==> config.mk <==
export PLATFORM = sky130hd
export DESIGN_NAME = ptb_word_arbiter_flat
export DESIGN_NICKNAME = d
export VERILOG_FILES = /design/src/rtl/ptb_word_arbiter_pkg.sv /design/src/rtl/ptb_word_arbiter_if.sv /design/src/rtl/ptb_word_arbiter_rr_arbiter.sv /design/src/rtl/ptb_word_arbiter.sv /design/src/flat_wrapper.sv
export SDC_FILE = /design/constraint.sdc
export NUM_CORES = 1
export LEC_CHECK = 0
export BUFFER_PORTS_ARGS = -buffer_cell sky130_fd_sc_hd__clkbuf_2
export CAP_MARGIN = 40
export CORE_ASPECT_RATIO = 1.75
export CORE_MARGIN = 1
export CORE_UTILIZATION = 50
export DETAILED_ROUTE_END_ITERATION = 10
export PLACE_DENSITY_LB_ADDON = 0.3
export SKIP_CTS_REPAIR_TIMING = 1
export SLEW_MARGIN = 20
export SYNTH_ARGS = -nofsm -noshare
export SYNTH_HDL_FRONTEND = slang
export SYNTH_SLANG_ARGS = --single-unit
==> constraint.sdc <==
create_clock -name clk -period 1.9 [get_ports clk]
set_input_delay 0.19 -clock clk [delete_from_list [all_inputs] [get_ports clk]]
set_output_delay 0.19 -clock clk [all_outputs]
set_load 0.01 [all_outputs]
==> src/rtl/ptb_word_arbiter_pkg.sv <==
// Shared types and default sizing for the random-word arbiter slice.
package ptb_pkg;

    typedef enum logic [1:0] {
        FILL = 2'd0,
        HOLD = 2'd1,
        FULL = 2'd2
    } arb_state_t;

    localparam int DEF_N_REQ  = 4;
    localparam int DEF_WORD_W = 8;
    localparam int DEF_DROP_W = 8;

endpackage

==> src/rtl/ptb_word_arbiter_if.sv <==
// Bit-stream input, requester handshake and status outputs of the word arbiter.
interface ptb_word_arbiter_if #(
    parameter int N_REQ  = 4,
    parameter int WORD_W = 8,
    parameter int DROP_W = 8
);
    logic              i_ptb;
    logic              i_ptb_valid;
    logic              i_flush;
    logic [N_REQ-1:0]  i_req;
    logic [N_REQ-1:0]  o_gnt;
    logic [WORD_W-1:0] o_word;
    logic              o_word_rdy;
    logic [DROP_W-1:0] o_drop_cnt;

    modport master (
        output i_ptb, i_ptb_valid, i_flush, i_req,
        input  o_gnt, o_word, o_word_rdy, o_drop_cnt
    );

    modport slave (
        input  i_ptb, i_ptb_valid, i_flush, i_req,
        output o_gnt, o_word, o_word_rdy, o_drop_cnt
    );
endinterface

==> src/rtl/ptb_word_arbiter_rr_arbiter.sv <==
// Combinational round-robin picker: first set request at or above ptr, then wraps below it.
module rr_arbiter #(
    parameter int N_REQ = 4
) (
    input  logic [N_REQ-1:0]         req,
    input  logic [$clog2(N_REQ)-1:0] ptr,
    output logic [N_REQ-1:0]         gnt
);
    logic found;

    always_comb begin
        gnt   = '0;
        found = 1'b0;
        for (int k = 0; k < N_REQ; k++) begin
            if (!found && req[k] && (k >= int'(ptr))) begin
                gnt[k] = 1'b1;
                found  = 1'b1;
            end
        end
        for (int k = 0; k < N_REQ; k++) begin
            if (!found && req[k] && (k < int'(ptr))) begin
                gnt[k] = 1'b1;
                found  = 1'b1;
            end
        end
    end
endmodule

==> src/rtl/ptb_word_arbiter.sv <==
// Packs the serial LFSR bit stream into words and hands them out round-robin, one word per grant.
module ptb_word_arbiter
    import ptb_pkg::*;
#(
    parameter int N_REQ  = DEF_N_REQ,
    parameter int WORD_W = DEF_WORD_W,
    parameter int DROP_W = DEF_DROP_W
) (
    input logic              clk,
    input logic              rst_n,
    ptb_word_arbiter_if.slave bus
);
    localparam int PW = $clog2(N_REQ);
    localparam int CW = $clog2(WORD_W);

    arb_state_t        state, state_n;
    logic [WORD_W-1:0] acc, acc_n;
    logic [CW-1:0]     cnt, cnt_n;
    logic [WORD_W-1:0] hold, hold_n;
    logic [WORD_W-1:0] word, word_n;
    logic [N_REQ-1:0]  gnt, gnt_n;
    logic [DROP_W-1:0] drop, drop_n;
    logic [PW-1:0]     ptr, ptr_n;

    logic [N_REQ-1:0]  arb_gnt;
    logic [PW-1:0]     win;
    logic [PW-1:0]     next_ptr;
    logic [WORD_W-1:0] shifted;
    logic              completes;
    logic              grant;

    rr_arbiter #(.N_REQ(N_REQ)) u_rr (
        .req (bus.i_req),
        .ptr (ptr),
        .gnt (arb_gnt)
    );

    always_comb begin
        win = '0;
        for (int k = 0; k < N_REQ; k++) begin
            if (arb_gnt[k]) win = PW'(k);
        end
        next_ptr = (win == PW'(N_REQ - 1)) ? '0 : win + PW'(1);
    end

    always_ff @(posedge clk or negedge rst_n) begin
        if (!rst_n) begin
            state <= FILL;
            acc   <= '0;
            cnt   <= '0;
            hold  <= '0;
            word  <= '0;
            gnt   <= '0;
            drop  <= '0;
            ptr   <= '0;
        end else begin
            state <= state_n;
            acc   <= acc_n;
            cnt   <= cnt_n;
            hold  <= hold_n;
            word  <= word_n;
            gnt   <= gnt_n;
            drop  <= drop_n;
            ptr   <= ptr_n;
        end
    end

    // In FULL the accumulator itself holds the pending word; count has already wrapped to 0.
    always_comb begin
        state_n   = state;
        acc_n     = acc;
        cnt_n     = cnt;
        hold_n    = hold;
        word_n    = word;
        gnt_n     = '0;
        drop_n    = drop;
        ptr_n     = ptr;
        shifted   = {acc[WORD_W-2:0], bus.i_ptb};
        completes = bus.i_ptb_valid && (cnt == CW'(WORD_W - 1));
        grant     = (state != FILL) && (|bus.i_req);

        if (bus.i_flush) begin
            acc_n   = '0;
            cnt_n   = '0;
            state_n = FILL;
        end else begin
            if (grant) begin
                gnt_n  = arb_gnt;
                word_n = hold;
                ptr_n  = next_ptr;
            end
            case (state)
                FILL: begin
                    if (bus.i_ptb_valid) begin
                        acc_n = shifted;
                        cnt_n = completes ? '0 : cnt + CW'(1);
                        if (completes) begin
                            hold_n  = shifted;
                            state_n = HOLD;
                        end
                    end
                end
                HOLD: begin
                    if (bus.i_ptb_valid) begin
                        acc_n = shifted;
                        cnt_n = completes ? '0 : cnt + CW'(1);
                    end
                    if (completes) begin
                        if (grant) hold_n  = shifted;
                        else       state_n = FULL;
                    end else if (grant) begin
                        state_n = FILL;
                    end
                end
                FULL: begin
                    if (grant) begin
                        hold_n  = acc;
                        state_n = HOLD;
                        if (bus.i_ptb_valid) begin
                            acc_n = {{(WORD_W-1){1'b0}}, bus.i_ptb};
                            cnt_n = CW'(1);
                        end else begin
                            acc_n = '0;
                            cnt_n = '0;
                        end
                    end else if (bus.i_ptb_valid && (drop != '1)) begin
                        drop_n = drop + DROP_W'(1);
                    end
                end
                default: state_n = FILL;
            endcase
        end
    end

    assign bus.o_gnt      = gnt;
    assign bus.o_word     = word;
    assign bus.o_word_rdy = (state != FILL);
    assign bus.o_drop_cnt = drop;
endmodule
==> src/flat_wrapper.sv <==
// flat-port wrapper written by rule: the top's interface ports become plain ports
module ptb_word_arbiter_flat import ptb_pkg::*;
#(
    parameter int N_REQ  = DEF_N_REQ,
    parameter int WORD_W = DEF_WORD_W,
    parameter int DROP_W = DEF_DROP_W
)
  (clk, rst_n, bus_i_ptb, bus_i_ptb_valid, bus_i_flush, bus_i_req, bus_o_gnt, bus_o_word, bus_o_word_rdy, bus_o_drop_cnt);
  ptb_word_arbiter_if #(.N_REQ(N_REQ), .WORD_W(WORD_W), .DROP_W(DROP_W)) bus_i ();
  input logic clk;
  input logic rst_n;
  input wire logic [$bits(bus_i.i_ptb)-1:0] bus_i_ptb;
  input wire logic [$bits(bus_i.i_ptb_valid)-1:0] bus_i_ptb_valid;
  input wire logic [$bits(bus_i.i_flush)-1:0] bus_i_flush;
  input wire logic [$bits(bus_i.i_req)-1:0] bus_i_req;
  output wire logic [$bits(bus_i.o_gnt)-1:0] bus_o_gnt;
  output wire logic [$bits(bus_i.o_word)-1:0] bus_o_word;
  output wire logic [$bits(bus_i.o_word_rdy)-1:0] bus_o_word_rdy;
  output wire logic [$bits(bus_i.o_drop_cnt)-1:0] bus_o_drop_cnt;
  assign bus_i.i_ptb = bus_i_ptb;
  assign bus_i.i_ptb_valid = bus_i_ptb_valid;
  assign bus_i.i_flush = bus_i_flush;
  assign bus_i.i_req = bus_i_req;
  assign bus_o_gnt = bus_i.o_gnt;
  assign bus_o_word = bus_i.o_word;
  assign bus_o_word_rdy = bus_i.o_word_rdy;
  assign bus_o_drop_cnt = bus_i.o_drop_cnt;
  ptb_word_arbiter #(.N_REQ(N_REQ), .WORD_W(WORD_W), .DROP_W(DROP_W)) u_core (.clk(clk), .rst_n(rst_n), .bus(bus_i));
endmodule
### Word-level counts from Yosys, hierarchy flattened

Cells that the tools add are included.

| word-level totals | value |
|---|---|
| output and inout bits | 21 |
| register bits after elaboration | 43 |
| word-level logic and storage cells | 110 |
| input bits | 9 |

| cells by class | value |
|---|---|
| bitwise operators | 2 |
| $lt $le $gt $ge | 6 |
| mux-type cells | 43 |
| reduce and logical (&&, ||, !) cells | 32 |
| equality and inequality tests | 16 |
| add/subtract/negate cells | 3 |

Operators by type and width:

| kind | count |
|---|---|
| two-way mux 8 bit | 8 |
| one-hot mux 8 bit (3 select lines) | 1 |
| two-way mux 2 bit | 10 |
| one-hot mux 8 bit (2 select lines) | 1 |
| logical AND 1 bit | 15 |
| two-way mux 1 bit | 15 |
| two-way mux 3 bit | 4 |
| adder 8 x 1 -> 8 bit (second input constant) | 1 |
| two-way mux 4 bit | 2 |
| inequality test 2 x 1 -> 1 bit (second input constant) | 4 |
| inequality test 8 bit (second input constant) | 1 |
| AND reduction 7 bit | 1 |
| logical NOT 1 bit | 6 |
| inequality test 3 x 2 -> 1 bit (second input constant) | 2 |
| one-hot mux 2 bit (3 select lines) | 1 |
| one-hot mux 3 bit (2 select lines) | 1 |
| nonzero test 3 bit | 2 |
| AND reduction 5 bit | 1 |
| == test 2 bit (second input constant) | 2 |
| greater-or-equal comparator 1 x 2 -> 1 bit (first input constant) | 2 |
| less-than comparator 1 x 2 -> 1 bit (first input constant) | 2 |
| inequality test 4 x 2 -> 1 bit (second input constant) | 1 |
| inequality test 4 bit (second input constant) | 1 |
| AND reduction 4 bit | 1 |
| other kinds (16) | 17 |

### Logic depth before layout (Yosys ltp)

| logic depth | value |
|---|---|
| depth after elaboration | 30 |
| depth in mapped cells | 7 |
| depth with buffers taken out | 6 |

### Cells and area by module

A second synthesis with hierarchy kept.

| unflattened totals | value |
|---|---|
| cell total of the unflattened synthesis | 199 |
| area total of the unflattened synthesis | 2045.7 um^2 |

By module, submodules not included:

| module | cells each | sequential area each (um^2) | instances | area each (um^2) |
|---|---|---|---|---|
| ptb_word_arbiter | 182 | 1076.0 | 1 | 1941.9 |
| rr_arbiter | 17 | 0.0 | 1 | 103.8 |

### Worst setup path after synthesis

Ideal clock, no wire load.

| path | value |
|---|---|
| kind | register to register |
| from | reg u_core.state[1] |
| to | reg u_core.hold[0] |
| period minus slack after synthesis | 1.678 ns |
| required time | 1.775 ns |
| path buffers | 2 |
| stages on the path, launching flop included | 7 |
| setup time | 0.125 ns |
| slack | 0.222 ns |
| arrival time | 1.554 ns |
| path through | dfrtp_1 -> buf_2 -> nand2b_1 -> clkbuf_1 -> nor2_1 -> o21bai_4 -> mux2_2 |

| on the way | value |
|---|---|
| cells in the longest elaborated chain, start to end | 4 |
| elaborated cells on any way between the ends | 13 |
| classes of those cells | 7 x eq/ne; 1 x mux; 5 x reduce/logical |

RTL lines:

| item | line | RTL |
|---|---|---|
| start: declaration | ptb_word_arbiter.sv:16 | `arb_state_t state, state_n;` |
| start signal: assignment | ptb_word_arbiter.sv:57 | `state <= state_n;` |
| nonzero test 2 bit | ptb_word_arbiter.sv:80 | `grant = (state != FILL) && (\|bus.i_req);` |
| logical AND 1 bit | ptb_word_arbiter.sv:80 |  |
| inequality test 2 x 1 -> 1 bit (no source line) | - |  |
| AND reduction 7 bit (no source line) | - |  |
| end signal: assignment | ptb_word_arbiter.sv:60 | `hold <= hold_n;` |
| end: declaration | ptb_word_arbiter.sv:19 | `logic [WORD_W-1:0] hold, hold_n;` |

Parallel ways exist; a longest one is shown, timed or not.
A chain may end at the register's enable or synchronous reset.

### Worst setup path after layout

| path | value |
|---|---|
| from | reg u_core.cnt[0] |
| to | reg u_core.hold[6] |

| on the way | value |
|---|---|
| cells in the longest elaborated chain, start to end | 4 |
| elaborated cells on any way between the ends | 5 |
| classes of those cells | 3 x eq/ne; 2 x reduce/logical |

RTL lines:

| item | line | RTL |
|---|---|---|
| start: declaration | ptb_word_arbiter.sv:18 | `logic [CW-1:0] cnt, cnt_n;` |
| start signal: assignment | ptb_word_arbiter.sv:59 | `cnt <= cnt_n;` |
| == test 3 bit * | ptb_word_arbiter.sv:79 | `completes = bus.i_ptb_valid && (cnt == CW'(WORD_W - 1));` |
| logical AND 1 bit * | ptb_word_arbiter.sv:79 |  |
| inequality test 2 x 1 -> 1 bit (no source line) | - |  |
| AND reduction 7 bit (no source line) * | - |  |

Mark *: on every way between the ends. The rest lies on a longest branch, timed or not.

==> results.txt <==
outcome = finished, final reports clean
Root Buffer = clkbuf_8
syn avg cell area = 11.2 um^2
register bit total from synthesis = 43
clock buffer depth = 2
Routed WL = 4180 um
skew final = 8.88 ps
VDD IR max = 0.595 mV
starting DRC count in detailed routing = 45
Unique masters post-synth = 32
RSZ-0062 raised after global routing = false
Worst Tran Pin Value = 671 ps
commonest non-fill, non-tap cells in the layout = dfrtp_1 (43), nand2_1 (31), clkbuf_2 (29)
pin count of the biggest net entering global routing = 28
CTS clk-pin slew, worst paths = 80 ps
Synth Area in XOR/XNOR = 3.10%
Crit. End Element = flop
Worst Path Arrival = 1930 ps
DR DRC count = 0
hold slack = 172 ps
Sink Count = 43
Final Cycle Share = 92.1%
Hold Vio Cnt, Final = 0
core area = 3700 um^2
layout cells sized above 1 = 32.4%
placed instance count = 259
first-pass GRT wire length = 6870 um
Finished Layout Cells = 268
switching share of power = 21.2%
post-route design area = 2370 um^2
max-slew violation count = 0
Post-DRT Antenna Nets = 0
post-synthesis compound-gate area fraction = 12.5%
largest family of logic cells by synthesized area = simple AND/OR/NAND/NOR gates
I/O pin total = 30
Tot Pwr = 1760 uW
# rows = 29
Clock power frac = 41.2%
R2R Path Start = u_core.cnt[0]
Synth Flop Type = dfrtp_1
total track usage = 21.5%
Setup TNS = 0 ps
Crit Path Class = flop to flop
crit path from = u_core.cnt[0]
yosys warns = 0
clock latency on the worst-skew pair = 300 ps
HPWL Detailed = 3120 um
maxcap violations = 0
RePlAce Congestion = 0.770
commonest non-fill, non-tap cell in the layout = dfrtp_1
PD cells = 743 nW/um^2
sw power = 374 uW
vias in the first global route = 1571
internal power = 1390 uW
die area = 4220 um^2
DR vias/cell = 5.80
Area Overhead vs Synth = 20.1%
worst hold-check path type = primary input to flop
fraction of registers with async set/reset = 100%
CP Launch Type = flop
CTS tree = done
DR vias = 1555
Post-Synth Adder-Cell Area = 1.90%
Final Critical Period = 1750 ps
combinational group share of total power = 5.8%
drt wl/cell = 15.6 um
starting density of the core = 53.4%
leakage = 0.00127 uW
mux contribution to synthesized area = 9.68%
post-synthesis sequential area ratio = 54.4%
crit path max fanout = 8
# setup viols final = 0
Die Ht = 85.2 um
initial antenna violation count = 0
Overflow after GRT = 0
CP required = 2080 ps
H-tree levels = 2
syn nets = 189
1st-pass router iterations = 4
HP Start = bus_i_ptb
cts bufs inserted = 5
IO buf count = 29
antenna cells = 0
f_max = 0.572 GHz
Post-synth EDFFs = 0
sequential power share = 53.1%
Post-DP Area = 2250 um^2
Syn Std Cell Area = 1980 um^2
Synth Area in Simple Gates = 16.2%
final net count = 233
worst rel slew slack = 55.3%
Post-Syn Instances = 177
overall die width = 49.5 um
area by class of cell:
| class | count | area, um^2 |
|---|---|---|
| inverter | 4 | 15.0 |
| clock buffer | 6 | 82.6 |
| fill | 312 | 1330 |
| timing repair buffer | 43 | 250 |
| multi-input combinational | 124 | 858 |
| tap | 46 | 57.6 |
| sequential | 43 | 1080 |
| clock inverter | 2 | 35.0 |
Yosys cell counts, types with 3 or more instances:
cell type / instances / area, um^2
a21oi_1: 5 / 25.0
a22o_1: 7 / 61.3
a32o_1: 4 / 40.0
and3_1: 3 / 18.8
clkbuf_1: 3 / 11.3
dfrtp_1: 43 / 1080
ha_1: 3 / 37.5
inv_1: 4 / 15.0
mux2_2: 17 / 191
nand2_1: 31 / 116
nand2b_1: 3 / 18.8
nand3_1: 4 / 20.0
nor2_1: 10 / 37.5
nor2b_1: 5 / 31.3
nor3_1: 5 / 25.0
o21ai_0: 4 / 20.0
xor2_1: 6 / 52.6
worst max-delay path, cell delays in order (launching register included):
cell and delay (ps):
dfrtp_1 420, ha_1 220, ha_1 170, nand2_1 90, a211oi_1 80, o21bai_4 270, mux2_2 380
state kept, by name, summed over array words and instances, names as in the netlist:
name,cells
u_core.acc,8
u_core.bus.o_drop_cnt,8
u_core.bus.o_word,8
u_core.hold,8
u_core.bus.o_gnt,4
u_core.cnt,3
u_core.ptr,2
u_core.state,2
final timing paths:
check                           slack [ps]  depth (start not counted)                  endpoint
worst max-delay path                   150                          6            u_core.hold[6]
worst min-delay path                   170                          2             u_core.acc[0]
worst max register to register         150                          6            u_core.hold[6]
worst min register to register         480                          2      u_core.bus.o_word[5]
max in group asynchronous              840                          3             u_core.ptr[1]
min in group asynchronous              450                          2  u_core.bus.o_drop_cnt[4]
power groups by stage:
stage / clock [uW] / combinational [uW] / sequential, uW
floorplan: 0 / 44.8 / 950
global placement: 0 / 91.6 / 952
detailed placement: 0 / 99.4 / 954
CTS: 743 / 100 / 935
global route: 780 / 111 / 937
finish: 726 / 102 / 936
metrics by stage:
step / setup slack [ps] / utilization [%]
after detailed placement: 190 / 60.7
after global routing: 86.4 / 64.2
final: 151 / 64.2
after floorplan: 222 / -
after global placement: 11.2 / 60.4
after CTS: 174 / 63.9
layer usage:
metal / share of wire (%) / up-vias / routed length, um / global-route usage, %
met5: 0 / - / 0 / 0
met4: 2.7 / 0 / 114 / 10.1
met3: 3.4 / 16 / 141 / 3.23
met2: 56 / 53 / 2340 / 40.9
met1: 38 / 773 / 1580 / 22.2
li1: - / 713 / - / -
logic make-up (layout without fill, tap and decap cells):
group | Yosys count | in the layout
XOR/XNOR | 7 | 7
multiplexers | 17 | 17
adder cells (fa/ha/maj) | 3 | 3
buffers and inverters | 10 | 55
flip-flops | 43 | 43
AND/OR/NAND/NOR | 67 | 67
AO/OA/AOI/OAI | 30 | 30
Power figures use the tool's default switching activity.
